[config.mk]
export PLATFORM = sky130hd
export DESIGN_NAME = core_sram_arbiter_flat
export DESIGN_NICKNAME = d
export VERILOG_FILES = /design/src/rtl/core_sram_pkg.sv /design/src/rtl/core_sram_arbiter_if.sv /design/src/rtl/core_rr_arb2.sv /design/src/rtl/core_sram_arbiter.sv /design/src/flat_wrapper.sv
export SDC_FILE = /design/constraint.sdc
export NUM_CORES = 1
export LEC_CHECK = 0
export BUFFER_PORTS_ARGS = -buffer_cell sky130_fd_sc_hd__buf_2
export CAP_MARGIN = 0
export CORE_AREA = 2 2 101 103
export CTS_CLUSTER_SIZE = 12
export DETAILED_ROUTE_END_ITERATION = 10
export DIE_AREA = 0 0 103 105
export SLEW_MARGIN = 15
export SYNTH_ARGS = -nofsm -noshare
export SYNTH_HDL_FRONTEND = slang
export SYNTH_SLANG_ARGS = --single-unit
export TNS_END_PERCENT = 1
[constraint.sdc]
create_clock -name clk -period 2.1 [get_ports clk]
set_clock_uncertainty 0.15 [all_clocks]
set_input_delay 0.42 -clock clk [delete_from_list [all_inputs] [get_ports clk]]
set_output_delay 0.42 -clock clk [all_outputs]
set_load 0.05 [all_outputs]
[src/rtl/core_sram_pkg.sv]
// Shared widths and request struct for the core SRAM port-A arbiter.
// Optional feature macro: CORE_SRAM_ARB_LOCK_EN (see core_rr_arb2 / core_sram_arbiter).
package core_sram_pkg;

    localparam int unsigned ADDRWIDTH    = 14;
    localparam int unsigned DATAWIDTH    = 32;
    localparam int unsigned BYTE_ENABLES = DATAWIDTH / 8;

    typedef struct packed {
        logic [ADDRWIDTH-1:0]    addr;
        logic                    we;
        logic [BYTE_ENABLES-1:0] be;
        logic [DATAWIDTH-1:0]    wdata;
    } sram_req_t;

endpackage

[src/rtl/core_sram_arbiter_if.sv]
// One requester's request/response bundle toward the SRAM arbiter.
// The lock signal exists only when CORE_SRAM_ARB_LOCK_EN is defined.
interface core_sram_arbiter_if;
    import core_sram_pkg::*;

    logic                    valid;
    logic                    ready;
    logic [ADDRWIDTH-1:0]    addr;
    logic                    we;
    logic [BYTE_ENABLES-1:0] be;
    logic [DATAWIDTH-1:0]    wdata;
`ifdef CORE_SRAM_ARB_LOCK_EN
    logic                    lock;
`endif
    logic                    rsp_valid;
    logic [DATAWIDTH-1:0]    rsp_rdata;

`ifdef CORE_SRAM_ARB_LOCK_EN
    modport master (output valid, addr, we, be, wdata, lock, input ready, rsp_valid, rsp_rdata);
    modport slave  (input valid, addr, we, be, wdata, lock, output ready, rsp_valid, rsp_rdata);
`else
    modport master (output valid, addr, we, be, wdata, input ready, rsp_valid, rsp_rdata);
    modport slave  (input valid, addr, we, be, wdata, output ready, rsp_valid, rsp_rdata);
`endif

endinterface

[src/rtl/core_rr_arb2.sv]
// Two-input round-robin grant with last_grant history and optional lock (CORE_SRAM_ARB_LOCK_EN).
// ready is combinational from valid and forced low while rst is high.
module core_rr_arb2 (
    input  logic       clk,
    input  logic       rst,
    input  logic [1:0] valid,
`ifdef CORE_SRAM_ARB_LOCK_EN
    input  logic [1:0] lock,
`endif
    output logic [1:0] ready,
    output logic       accepted
);

    logic last_grant_q, last_grant_d;
    logic gnt1;
`ifdef CORE_SRAM_ARB_LOCK_EN
    logic lock_q, lock_d;
`endif

    always_comb begin
        gnt1 = 1'b0;
        if (valid[0] && valid[1]) begin
            gnt1 = ~last_grant_q;
        end else begin
            gnt1 = valid[1];
        end
`ifdef CORE_SRAM_ARB_LOCK_EN
        // The locking transfer also set last_grant, so it names the owner.
        if (lock_q) begin
            gnt1 = last_grant_q;
        end
`endif
        ready = 2'b00;
        if (!rst) begin
            ready[0] = valid[0] && !gnt1;
            ready[1] = valid[1] && gnt1;
        end
        accepted     = |ready;
        last_grant_d = accepted ? ready[1] : last_grant_q;
`ifdef CORE_SRAM_ARB_LOCK_EN
        lock_d = accepted ? lock[ready[1]] : lock_q;
`endif
    end

    always_ff @(posedge clk or posedge rst) begin
        if (rst) begin
            last_grant_q <= 1'b1;
`ifdef CORE_SRAM_ARB_LOCK_EN
            lock_q       <= 1'b0;
`endif
        end else begin
            last_grant_q <= last_grant_d;
`ifdef CORE_SRAM_ARB_LOCK_EN
            lock_q       <= lock_d;
`endif
        end
    end

endmodule

[src/rtl/core_sram_arbiter.sv]
// Shares SRAM port A between instruction fetch (req0) and load/store (req1); routes 1-cycle reads.
// Optional grant locking for RMW sequences under CORE_SRAM_ARB_LOCK_EN.
module core_sram_arbiter
    import core_sram_pkg::*;
(
    input  logic                    clk,
    input  logic                    rst,
    core_sram_arbiter_if.slave      req0,
    core_sram_arbiter_if.slave      req1,
    output logic [ADDRWIDTH-1:0]    sram_addr,
    output logic                    sram_we,
    output logic [BYTE_ENABLES-1:0] sram_be,
    output logic [DATAWIDTH-1:0]    sram_d,
    input  logic [DATAWIDTH-1:0]    sram_q
);

    logic [1:0] ready;
    logic       accepted;
    sram_req_t  sel;
    logic       rsp_pending_q, rsp_pending_d;
    logic       rsp_owner_q, rsp_owner_d;

    core_rr_arb2 u_arb (
        .clk      (clk),
        .rst      (rst),
        .valid    ({req1.valid, req0.valid}),
`ifdef CORE_SRAM_ARB_LOCK_EN
        .lock     ({req1.lock, req0.lock}),
`endif
        .ready    (ready),
        .accepted (accepted)
    );

    assign req0.ready = ready[0];
    assign req1.ready = ready[1];

    always_comb begin
        // Requester 0 is the idle default; harmless since we/be are gated off.
        sel = '{addr: req0.addr, we: req0.we, be: req0.be, wdata: req0.wdata};
        if (ready[1]) begin
            sel = '{addr: req1.addr, we: req1.we, be: req1.be, wdata: req1.wdata};
        end
        sram_addr = sel.addr;
        sram_d    = sel.wdata;
        sram_we   = sel.we && accepted;
        sram_be   = accepted ? sel.be : '0;

        rsp_pending_d = accepted && !sel.we;
        rsp_owner_d   = accepted ? ready[1] : rsp_owner_q;
    end

    always_ff @(posedge clk or posedge rst) begin
        if (rst) begin
            rsp_pending_q <= 1'b0;
            rsp_owner_q   <= 1'b0;
        end else begin
            rsp_pending_q <= rsp_pending_d;
            rsp_owner_q   <= rsp_owner_d;
        end
    end

    assign req0.rsp_valid = rsp_pending_q && (rsp_owner_q == 1'b0);
    assign req1.rsp_valid = rsp_pending_q && (rsp_owner_q == 1'b1);
    assign req0.rsp_rdata = sram_q;
    assign req1.rsp_rdata = sram_q;

endmodule

[src/flat_wrapper.sv]
// flat-port wrapper written by rule: the top's interface ports become plain ports
module core_sram_arbiter_flat import core_sram_pkg::*;
  (clk, rst, sram_addr, sram_we, sram_be, sram_d, sram_q, req0_valid, req0_addr, req0_we, req0_be, req0_wdata, req0_ready, req0_rsp_valid, req0_rsp_rdata, req1_valid, req1_addr, req1_we, req1_be, req1_wdata, req1_ready, req1_rsp_valid, req1_rsp_rdata);
  core_sram_arbiter_if req0_i ();
  core_sram_arbiter_if req1_i ();
  input  logic clk;
  input  logic rst;
  output logic [ADDRWIDTH-1:0] sram_addr;
  output logic sram_we;
  output logic [BYTE_ENABLES-1:0] sram_be;
  output logic [DATAWIDTH-1:0] sram_d;
  input  logic [DATAWIDTH-1:0] sram_q;
  input wire logic [$bits(req0_i.valid)-1:0] req0_valid;
  input wire logic [$bits(req0_i.addr)-1:0] req0_addr;
  input wire logic [$bits(req0_i.we)-1:0] req0_we;
  input wire logic [$bits(req0_i.be)-1:0] req0_be;
  input wire logic [$bits(req0_i.wdata)-1:0] req0_wdata;
  output wire logic [$bits(req0_i.ready)-1:0] req0_ready;
  output wire logic [$bits(req0_i.rsp_valid)-1:0] req0_rsp_valid;
  output wire logic [$bits(req0_i.rsp_rdata)-1:0] req0_rsp_rdata;
  input wire logic [$bits(req1_i.valid)-1:0] req1_valid;
  input wire logic [$bits(req1_i.addr)-1:0] req1_addr;
  input wire logic [$bits(req1_i.we)-1:0] req1_we;
  input wire logic [$bits(req1_i.be)-1:0] req1_be;
  input wire logic [$bits(req1_i.wdata)-1:0] req1_wdata;
  output wire logic [$bits(req1_i.ready)-1:0] req1_ready;
  output wire logic [$bits(req1_i.rsp_valid)-1:0] req1_rsp_valid;
  output wire logic [$bits(req1_i.rsp_rdata)-1:0] req1_rsp_rdata;
  assign req0_i.valid = req0_valid;
  assign req0_i.addr = req0_addr;
  assign req0_i.we = req0_we;
  assign req0_i.be = req0_be;
  assign req0_i.wdata = req0_wdata;
  assign req0_ready = req0_i.ready;
  assign req0_rsp_valid = req0_i.rsp_valid;
  assign req0_rsp_rdata = req0_i.rsp_rdata;
  assign req1_i.valid = req1_valid;
  assign req1_i.addr = req1_addr;
  assign req1_i.we = req1_we;
  assign req1_i.be = req1_be;
  assign req1_i.wdata = req1_wdata;
  assign req1_ready = req1_i.ready;
  assign req1_rsp_valid = req1_i.rsp_valid;
  assign req1_rsp_rdata = req1_i.rsp_rdata;
  core_sram_arbiter u_core (.clk(clk), .rst(rst), .req0(req0_i), .req1(req1_i), .sram_addr(sram_addr), .sram_we(sram_we), .sram_be(sram_be), .sram_d(sram_d), .sram_q(sram_q));
endmodule
==> results_dict.tcl, run 1 <==
set metrics [dict create \
    grt_max_degree 18 \
    critical_path.max_stage_delay_ns 0.54 \
    antenna_found_initial 0 \
    cts-htree-levels 1 \
    ys.flop_type "dfrtp_1" \
    synth_top_area_cell "buf_4" \
    status "complete, but fails checks" \
    cts_tree "done" \
    antenna_cells 0 \
    worstSetupEndpointType "primary output" \
    cap_violations 0 \
    cts_buffer_depth 2 \
    rows 36 \
    die_h_um 105 \
    fin_nets 386 \
    yosysWarnings 0 \
    dp_slack_ns -0.0834 \
    met3_length_um 554 \
    yosysUniqueCellTypes 19 \
    p_leak_nw 1.25 \
    p_clk_share_pct 15.4 \
    synth.avg_cell_area_um2 9.16 \
    critPathKind "reg2out" \
    insertion_delay_ns 0.21 \
    rsz0062_at_grt "true" \
    synth.most_common_cell "buf_4" \
    min_period_ns 2.21 \
    io_pins 257 \
    wl_met2_um 2780 \
    finalMaxSlewViolations 0 \
    post-dp-hpwl_um 4050 \
    cts_num_sinks 3 \
    wire_per_inst_um 13.3 \
    power.internal_mw 0.564 \
    root_buffer "clkbuf_8" \
    crit_path_top_delay_cell "dfstp_2" \
    grt_pass1_wl_um 6690 \
    nFillCells 1061 \
    gp_congestion 0.676 \
    tns_ns -3.31 \
    multi_input_area_um2 783 \
    synth-edff-count 0 \
    io_buffers 160 \
    whs_ns 0.104 \
    ant_nets 0 \
    first_iter_violations 20 \
    drive_above_1_share_pct 88.7 \
    dp_cells 375 \
    dr.max_layer_used "met4" \
    start_util_pct 14.1 \
    crit_path_cell_trace "a21o_4 > buf_12 > mux2_2 > buf_6" \
    switching_power_mw 0.521 \
    netSwitchingFraction_pct 48.0 \
    synth_area_um2 1360 \
    yosysSeqAreaShare_pct 5.63 \
    first_pass_iters 4 \
    relSlewSlack_pct 83.0 \
    dieWidth_um 103 \
    fin_crit_sh_pct 105 \
    cts_setup_buffers 0 \
    routed_wl_um 5050 \
    die-area_um2 10800 \
    setup_ws_ns -0.108 \
    hold_violations 0 \
    stdcell_count 380 \
    violations "negative setup slack" \
    synth_top_area_share_pct 35.4 \
    ir_worst_vdd_v 0.000139 \
    power_frac_seq_pct 7.0 \
    comb_power_share_pct 77.7 \
    placeableCoreArea_um2 9640 \
    seqCellArea_um2 76.3 \
    worstMarginPinSlew_ns 0.257 \
    grt_usage_pct 8.00 \
    wl_met1_um 1630 \
    dr_total_vias 1408 \
    start_kind "register" \
    synth_common_cells "buf_4, mux2_2, mux2_4, nor2_1" \
    worstPathMaxFanout 17 \
    fmax_mhz 453 \
    grt.overflow.total 0 \
    async_flop_share_pct 100 \
    grt_pass1_vias 1404 \
    yosys-top-cells-area "buf_4, mux2_2, mux2_4, dfrtp_1, buf_6" \
    powerDensity_nw_per_um2 478 \
    setup_violations 47 \
    numCtsBuffers 3 \
    ys_seq_elements 3 \
    area_delta_synth_final_pct 67.4 \
    synthCells 148 \
    clk_pin_slew_ns 0.03 \
    drc 0 \
    arrival_ns 1.64 \
    crit_required_ns 1.53 \
    hold_class "in2async" \
    synth_nets 286 \
    viasPerCell 3.71 \
]
[kinds of logic (layout without fill, tap and decap cells)]
group / after synthesis / after routing / synth area share (%)
buffers and inverters: 73 / 172 / 40.3
multiplexers: 46 / 46 / 43.2
AND/OR/NAND/NOR: 17 / 17 / 5.63
AO/OA/AOI/OAI: 9 / 9 / 5.26
flip-flops: 3 / 3 / 5.63
[per-stage QoR]
stage / instance area (µm²) / utilization, % / power (mW)
after detailed placement: 1850 / 19.2 / 0.780
after floorplan: 1360 / - / 0.913
after CTS: 2230 / 23.2 / 1.08
after global placement: 1850 / 19.2 / 0.771
after global routing: 2270 / 23.6 / 1.14
final: 2270 / 23.6 / 1.09
[registers in the layout (all words and copies together), names as in the netlist]
signal / cells
u_core.rsp_pending_q: 1
u_core.u_arb.last_grant_q: 1
u_core.rsp_owner_q: 1
[power groups by stage]
| stage | Sequential (mW) | Clock, mW | Combinational (mW) |
|---|---|---|---|
| after floorplan | 0.0747 | 0 | 0.838 |
| after global placement | 0.0750 | 0 | 0.696 |
| after detailed placement | 0.0754 | 0 | 0.704 |
| after CTS | 0.0754 | 0.170 | 0.834 |
| after global routing | 0.0766 | 0.177 | 0.885 |
| final | 0.0755 | 0.167 | 0.843 |
[path summary, 6_finish.rpt]
check / startpoint / endpoint / slack, ns / cells after the start
max reg2reg: u_core.u_arb.last_grant_q / u_core.rsp_pending_q / 0.71 / 4
min in group clk: req0_we / u_core.rsp_pending_q / 0.27 / 2
max: u_core.u_arb.last_grant_q / sram_d[17] / -0.11 / 4
min reg2reg: u_core.rsp_owner_q / u_core.rsp_owner_q / 0.35 / 2
min: rst / u_core.rsp_owner_q / 0.10 / 3
max in group asynchronous: rst / u_core.u_arb.last_grant_q / 1.49 / 3
[worst max-delay path, delay by kind of cell (launching register included)]
kind / cells / cell delay, ns
muxes: 1 / 0.36
AOI/OAI and AO/OA: 1 / 0.18
buffers and inverters: 2 / 0.33
DFF: 1 / 0.54
[layout by cell type, fill, tap and decap left out, types with 3 or more instances in the layout]
cell type	netlist	routed
buf_2	2	112
buf_12	0	3
clkbuf_8	0	3
buf_6	4	45
nand2_1	5	5
buf_4	64	4
mux2_2	28	18
a32oi_1	5	5
mux2_4	18	28
nor2_1	7	6
[final cells by class]
type | count | share of cell area, %
timing repair buffer | 166 | 52.5
multi-input combinational | 72 | 34.5
tap | 133 | 7.33
sequential | 3 | 3.36
clock buffer | 4 | 1.98
inverter | 2 | 0.331
[metal layers]
metal | vias up | track usage, %
li1 | 639 | -
met1 | 627 | 7.19
met2 | 130 | 16.6
met3 | 12 | 1.81
met4 | 0 | 2.63
met5 | - | 0
[timing repair]
| item | CTS | global route |
|---|---|---|
| gates resized for setup | 98 | 10 |
| hold buffers | 0 | 0 |
| endpoints found under the setup margin | 52 | 52 |
| hold endpoints to repair | 0 | 0 |
| gates cloned | 1 | 0 |
Note: power is estimated with default switching activity, not from simulation.
==> run 2, diff against run 1 <==
==> constraint.sdc (replaced) <==
create_clock -name clk -period 2.1 [get_ports clk]
set_clock_uncertainty 0.15 [all_clocks]
set_input_delay 0.315 -clock clk [delete_from_list [all_inputs] [get_ports clk]]
set_output_delay 0.315 -clock clk [all_outputs]
set_load 0.05 [all_outputs]
==> results_dict.tcl, run 2 (synthesis results as in run 1) <==
set metrics [dict create \
    met3_length_um 669 \
    whs_ns 0.168 \
    power.internal_mw 0.550 \
    min_path_cells 2 \
    first_iter_violations 20 \
    start_kind "register" \
    fin_nets 386 \
    routed_wl_um 5100 \
    hold_end "u_core.rsp_pending_q" \
    start_util_pct 14.1 \
    numCtsBuffers 3 \
    netSwitchingFraction_pct 48.6 \
    r2r_cells 3 \
    drc 0 \
    r2r_start "u_core.u_arb.last_grant_q" \
    ant_nets 0 \
    gp_congestion 0.672 \
    area_delta_synth_final_pct 64.6 \
    io_pins 257 \
    seqCellArea_um2 76.3 \
    post-dp-hpwl_um 4110 \
    dp_slack_ns 0.0917 \
    critPathKind "reg2out" \
    r2r_slack_ns 0.73 \
    rsz0062_at_grt "true" \
    rows 36 \
    hold_class "in2reg" \
    multi_input_area_um2 756 \
    wl_met2_um 2690 \
    switching_power_mw 0.519 \
    antenna_found_initial 0 \
    power_frac_seq_pct 7.2 \
    cap_violations 0 \
    cts-htree-levels 1 \
    dr.max_layer_used "met4" \
    power_mw 1.07 \
    worstPathMaxFanout 18 \
    clk_pin_slew_ns 0.03 \
    min-delay-start "req0_we" \
    placeableCoreArea_um2 9640 \
    layout.cells.most_common "buf_2" \
    dieWidth_um 103 \
    grt_usage_pct 7.92 \
    first_pass_iters 4 \
    grt_pass1_vias 1373 \
    cts_tree "done" \
    setup_violations 20 \
    fmax_mhz 463 \
    comb_power_share_pct 77.1 \
    setup_ws_ns -0.0611 \
    io_buffers 160 \
    layout_common_cells "buf_2, buf_6, mux2_2" \
    wire_per_inst_um 13.4 \
    dr_total_vias 1392 \
    antenna_cells 0 \
    r2r_end "u_core.rsp_pending_q" \
    grt.overflow.total 0 \
    grt_max_degree 19 \
    fin_crit_sh_pct 103 \
    powerDensity_nw_per_um2 479 \
    arrival_ns 1.70 \
    p_clk_share_pct 15.7 \
    cts_buffer_depth 2 \
    nFillCells 1053 \
    top_regs "u_core.rsp_owner_q: 1 flops, u_core.rsp_pending_q: 1 flops, u_core.u_arb.last_grant_q: 1 flops" \
    wl_met1_um 1630 \
    root_buffer "clkbuf_8" \
    p_leak_nw 1.21 \
    relSlewSlack_pct 82.7 \
    die-area_um2 10800 \
    insertion_delay_ns 0.22 \
    die_h_um 105 \
    finalMaxSlewViolations 0 \
    hold_violations 0 \
    status "complete, but fails checks" \
    worstSetupEndpointType "primary output" \
    min_period_ns 2.16 \
    viasPerCell 3.66 \
    cts_setup_buffers 0 \
    ir_worst_vdd_v 0.000160 \
    cts_num_sinks 3 \
    grt_pass1_wl_um 6560 \
    crit_start "u_core.u_arb.last_grant_q" \
    worstMarginPinSlew_ns 0.261 \
    violations "negative setup slack" \
    drive_above_1_share_pct 87.4 \
    crit_required_ns 1.63 \
]
run 2: changes by cell type in the layout (fill, tap and decap cells not counted), moves of 2 or more:
cell	previous run	this run
mux2_4	28	22
mux2_2	18	24
buf_4	4	2
buf_2	112	114
run 2: final cells by class:
class,instances,area share [%]
Timing Repair Buffer,166,52.9
Clock buffer,4,2.02
Tap cell,133,7.46
Sequential cell,3,3.42
Inverter,2,0.336
Multi-Input combinational cell,72,33.9
run 2: timing repair:
| item | 4_1_cts | 5_1_grt |
|---|---|---|
| gates resized for setup | 84 | 17 |
| setup endpoints to repair | 46 | 46 |
| endpoints found under the hold margin | 2 | 0 |
| hold buffers | 1 | 0 |
| cloned | 1 | 0 |
run 2: through the flow:
stage	std cells	utilization [%]	area, µm²	setup TNS [ns]
floorplan	148	-	1360	0
global placement	374	19.0	1830	0
detailed placement	374	19.0	1830	0
CTS	380	22.5	2170	-1.44
global route	380	23.2	2230	-2.87
finish	380	23.2	2230	-0.709
run 2: power by group through the flow:
| stage | Combinational (mW) | Sequential [mW] | Clock (mW) |
|---|---|---|---|
| 3_3_place_gp | 0.688 | 0.0758 | 0 |
| 5_1_grt | 0.866 | 0.0793 | 0.183 |
| 3_5_place_dp | 0.695 | 0.0768 | 0 |
| 4_1_cts | 0.805 | 0.0773 | 0.173 |
| 2_1_floorplan | 0.837 | 0.0747 | 0 |
| 6_report | 0.824 | 0.0775 | 0.168 |
run 2: worst max-delay path by stage:
stage / cells past startpoint / to / slack (ns)
floorplan: 4 / sram_be[0] / 0.04
global placement: 6 / sram_d[8] / 0.11
detailed placement: 6 / sram_d[8] / 0.09
CTS: 4 / sram_d[8] / -0.09
global route: 4 / sram_d[3] / -0.11
finish: 4 / sram_d[3] / -0.06
run 2: layer usage:
| layer | track usage [%] | up-vias |
|---|---|---|
| met5 | 0 | - |
| met4 | 3.01 | 0 |
| met3 | 2.27 | 15 |
| met2 | 16.4 | 145 |
| met1 | 6.71 | 597 |
| li1 | - | 635 |
run 2: critical path, stage by stage, from the launching register on:
cell and delay, ns:
dfstp_2 0.56, a21o_4 0.20, buf_12 0.19, mux2_2 0.36
buf_6 0.16
==> run 3, diff against run 2 <==
--- a/config.mk
+++ b/config.mk
@@ -11,6 +11,7 @@
 export CTS_CLUSTER_SIZE = 12
 export DETAILED_ROUTE_END_ITERATION = 10
 export DIE_AREA = 0 0 103 105
+export PLACE_DENSITY = 0.49
 export SLEW_MARGIN = 15
 export SYNTH_ARGS = -nofsm -noshare
 export SYNTH_HDL_FRONTEND = slang
==> results_dict.tcl, run 3 (synthesis results as in run 1) <==
set metrics [dict create \
    min_period_ns 2.16 \
    die-area_um2 10800 \
    drc 0 \
    worstMarginPinSlew_ns 0.267 \
    cap_violations 0 \
    cts_setup_buffers 0 \
    crit_path_cell_trace "a21o_4 > buf_12 > mux2_2 > buf_6" \
    grt_max_degree 18 \
    layout_common_cells "buf_2, buf_6, mux2_4, mux2_2, nor2_1" \
    crit_path_top_delay_cell "dfstp_2" \
    wire_per_inst_um 11.7 \
    drive_above_1_share_pct 87.4 \
    top_regs "u_core.rsp_owner_q: 1 flops, u_core.rsp_pending_q: 1 flops, u_core.u_arb.last_grant_q: 1 flops" \
    layout.cells.most_common "buf_2" \
    numCtsBuffers 3 \
    gp_congestion 0.688 \
    viasPerCell 3.63 \
    antenna_found_initial 0 \
    r2r_cells 3 \
    design_area_um2 2230 \
    io_buffers 160 \
    cts_tree "done" \
    critical_path.max_stage_delay_ns 0.55 \
    power_mw 1.06 \
    clk_pin_slew_ns 0.03 \
    die_h_um 105 \
    powerDensity_nw_per_um2 476 \
    arrival_ns 1.70 \
    io_pins 257 \
    root_buffer "clkbuf_8" \
    nFillCells 1090 \
    dp_slack_ns 0.0939 \
    p_leak_nw 1.22 \
    finalMaxSlewViolations 0 \
    crit_required_ns 1.63 \
    place_area_um2 1830 \
    dr_total_vias 1379 \
    worstPathMaxFanout 17 \
    setup_ws_ns -0.0610 \
    cts_buffer_depth 2 \
    min_path_cells 2 \
    rsz0062_at_grt "true" \
    antenna_cells 0 \
    status "complete, but fails checks" \
    setup_violations 22 \
    ant_nets 0 \
    fin_nets 386 \
    start_util_pct 14.1 \
    critPathKind "reg2out" \
    placeableCoreArea_um2 9640 \
    r2r_slack_ns 0.74 \
    ir_worst_vdd_v 0.000120 \
    first_iter_violations 25 \
    post-dp-hpwl_um 3440 \
    hold_end "u_core.rsp_pending_q" \
    cts-htree-levels 1 \
    dieWidth_um 103 \
    min-delay-start "req0_we" \
    cts_num_sinks 3 \
    grt_pass1_vias 1336 \
    grt_pass1_wl_um 5870 \
    r2r_start "u_core.u_arb.last_grant_q" \
    start_kind "register" \
    first_pass_iters 3 \
    grt.overflow.total 0 \
    grt_usage_pct 6.84 \
    whs_ns 0.157 \
    rows 36 \
    seqCellArea_um2 76.3 \
    fin_crit_sh_pct 103 \
    area_delta_synth_final_pct 64.6 \
    r2r_end "u_core.rsp_pending_q" \
    violations "negative setup slack" \
    relSlewSlack_pct 82.3 \
    worstSetupEndpointType "primary output" \
    multi_input_area_um2 759 \
    hold_violations 0 \
    hold_class "in2reg" \
    insertion_delay_ns 0.21 \
    fmax_mhz 463 \
    routed_wl_um 4460 \
]
==> run 3: cell counts in the layout (fill, tap and decap cells not counted) <==
Identical to the previous run, type by type.
==> run 3: worst max-delay path, delay by kind of cell, from the launching register on <==
family,cells,cell delay [ns]
multiplexers,1,0.36
flip-flops,1,0.55
buffers and inverters,2,0.35
AO/OA/AOI/OAI,1,0.20
==> run 3: power by group <==
part	internal [mW]	total, mW	switching (mW)
Sequential	0.0695	0.0773	0.00777
Clock	0.129	0.166	0.0369
Combinational	0.350	0.819	0.469
==> run 3: worst max path at each step <==
stage	from	end	slack [ns]	depth (start not counted)
2_1_floorplan	req0_valid	sram_be[0]	0.04	4
3_3_place_gp	u_core.u_arb.last_grant_q	sram_d[2]	0.1	4
3_5_place_dp	u_core.u_arb.last_grant_q	sram_d[2]	0.09	4
4_1_cts	u_core.u_arb.last_grant_q	sram_d[10]	-0.09	4
5_1_grt	u_core.u_arb.last_grant_q	sram_d[2]	-0.11	4
6_report	u_core.u_arb.last_grant_q	sram_d[2]	-0.06	4
==> run 3: layout make-up <==
cell class              count  area share, %
well taps                 133           7.46
flip-flops and latches      3           3.42
multi-input cells          72           34.0
repair buffers            166           52.7
clock buffers               4           2.02
inverters                   2          0.336
==> run 3: through the flow <==
step / instances / TNS, ns / util, %
global placement: 374 / 0 / 19.0
CTS: 380 / -1.82 / 22.4
detailed placement: 374 / 0 / 19.0
floorplan: 148 / 0 / -
finish: 380 / -0.653 / 23.2
global route: 380 / -2.85 / 23.2
==> run 3: metal layers <==
metal	part of all wire (%)	up-vias	GRT usage (%)
li1	-	636	-
met1	33	604	6.23
met2	52	124	13.5
met3	13	15	1.74
met4	1.6	0	3.29
met5	0	-	0
==> run 3: what timing repair did <==
action / 4_1_cts / 5_1_grt
cloned: 1 / 0
gates resized for setup: 81 / 20
hold buffers: 1 / 0
endpoints found under the hold margin: 2 / 0
endpoints found under the setup margin: 46 / 46
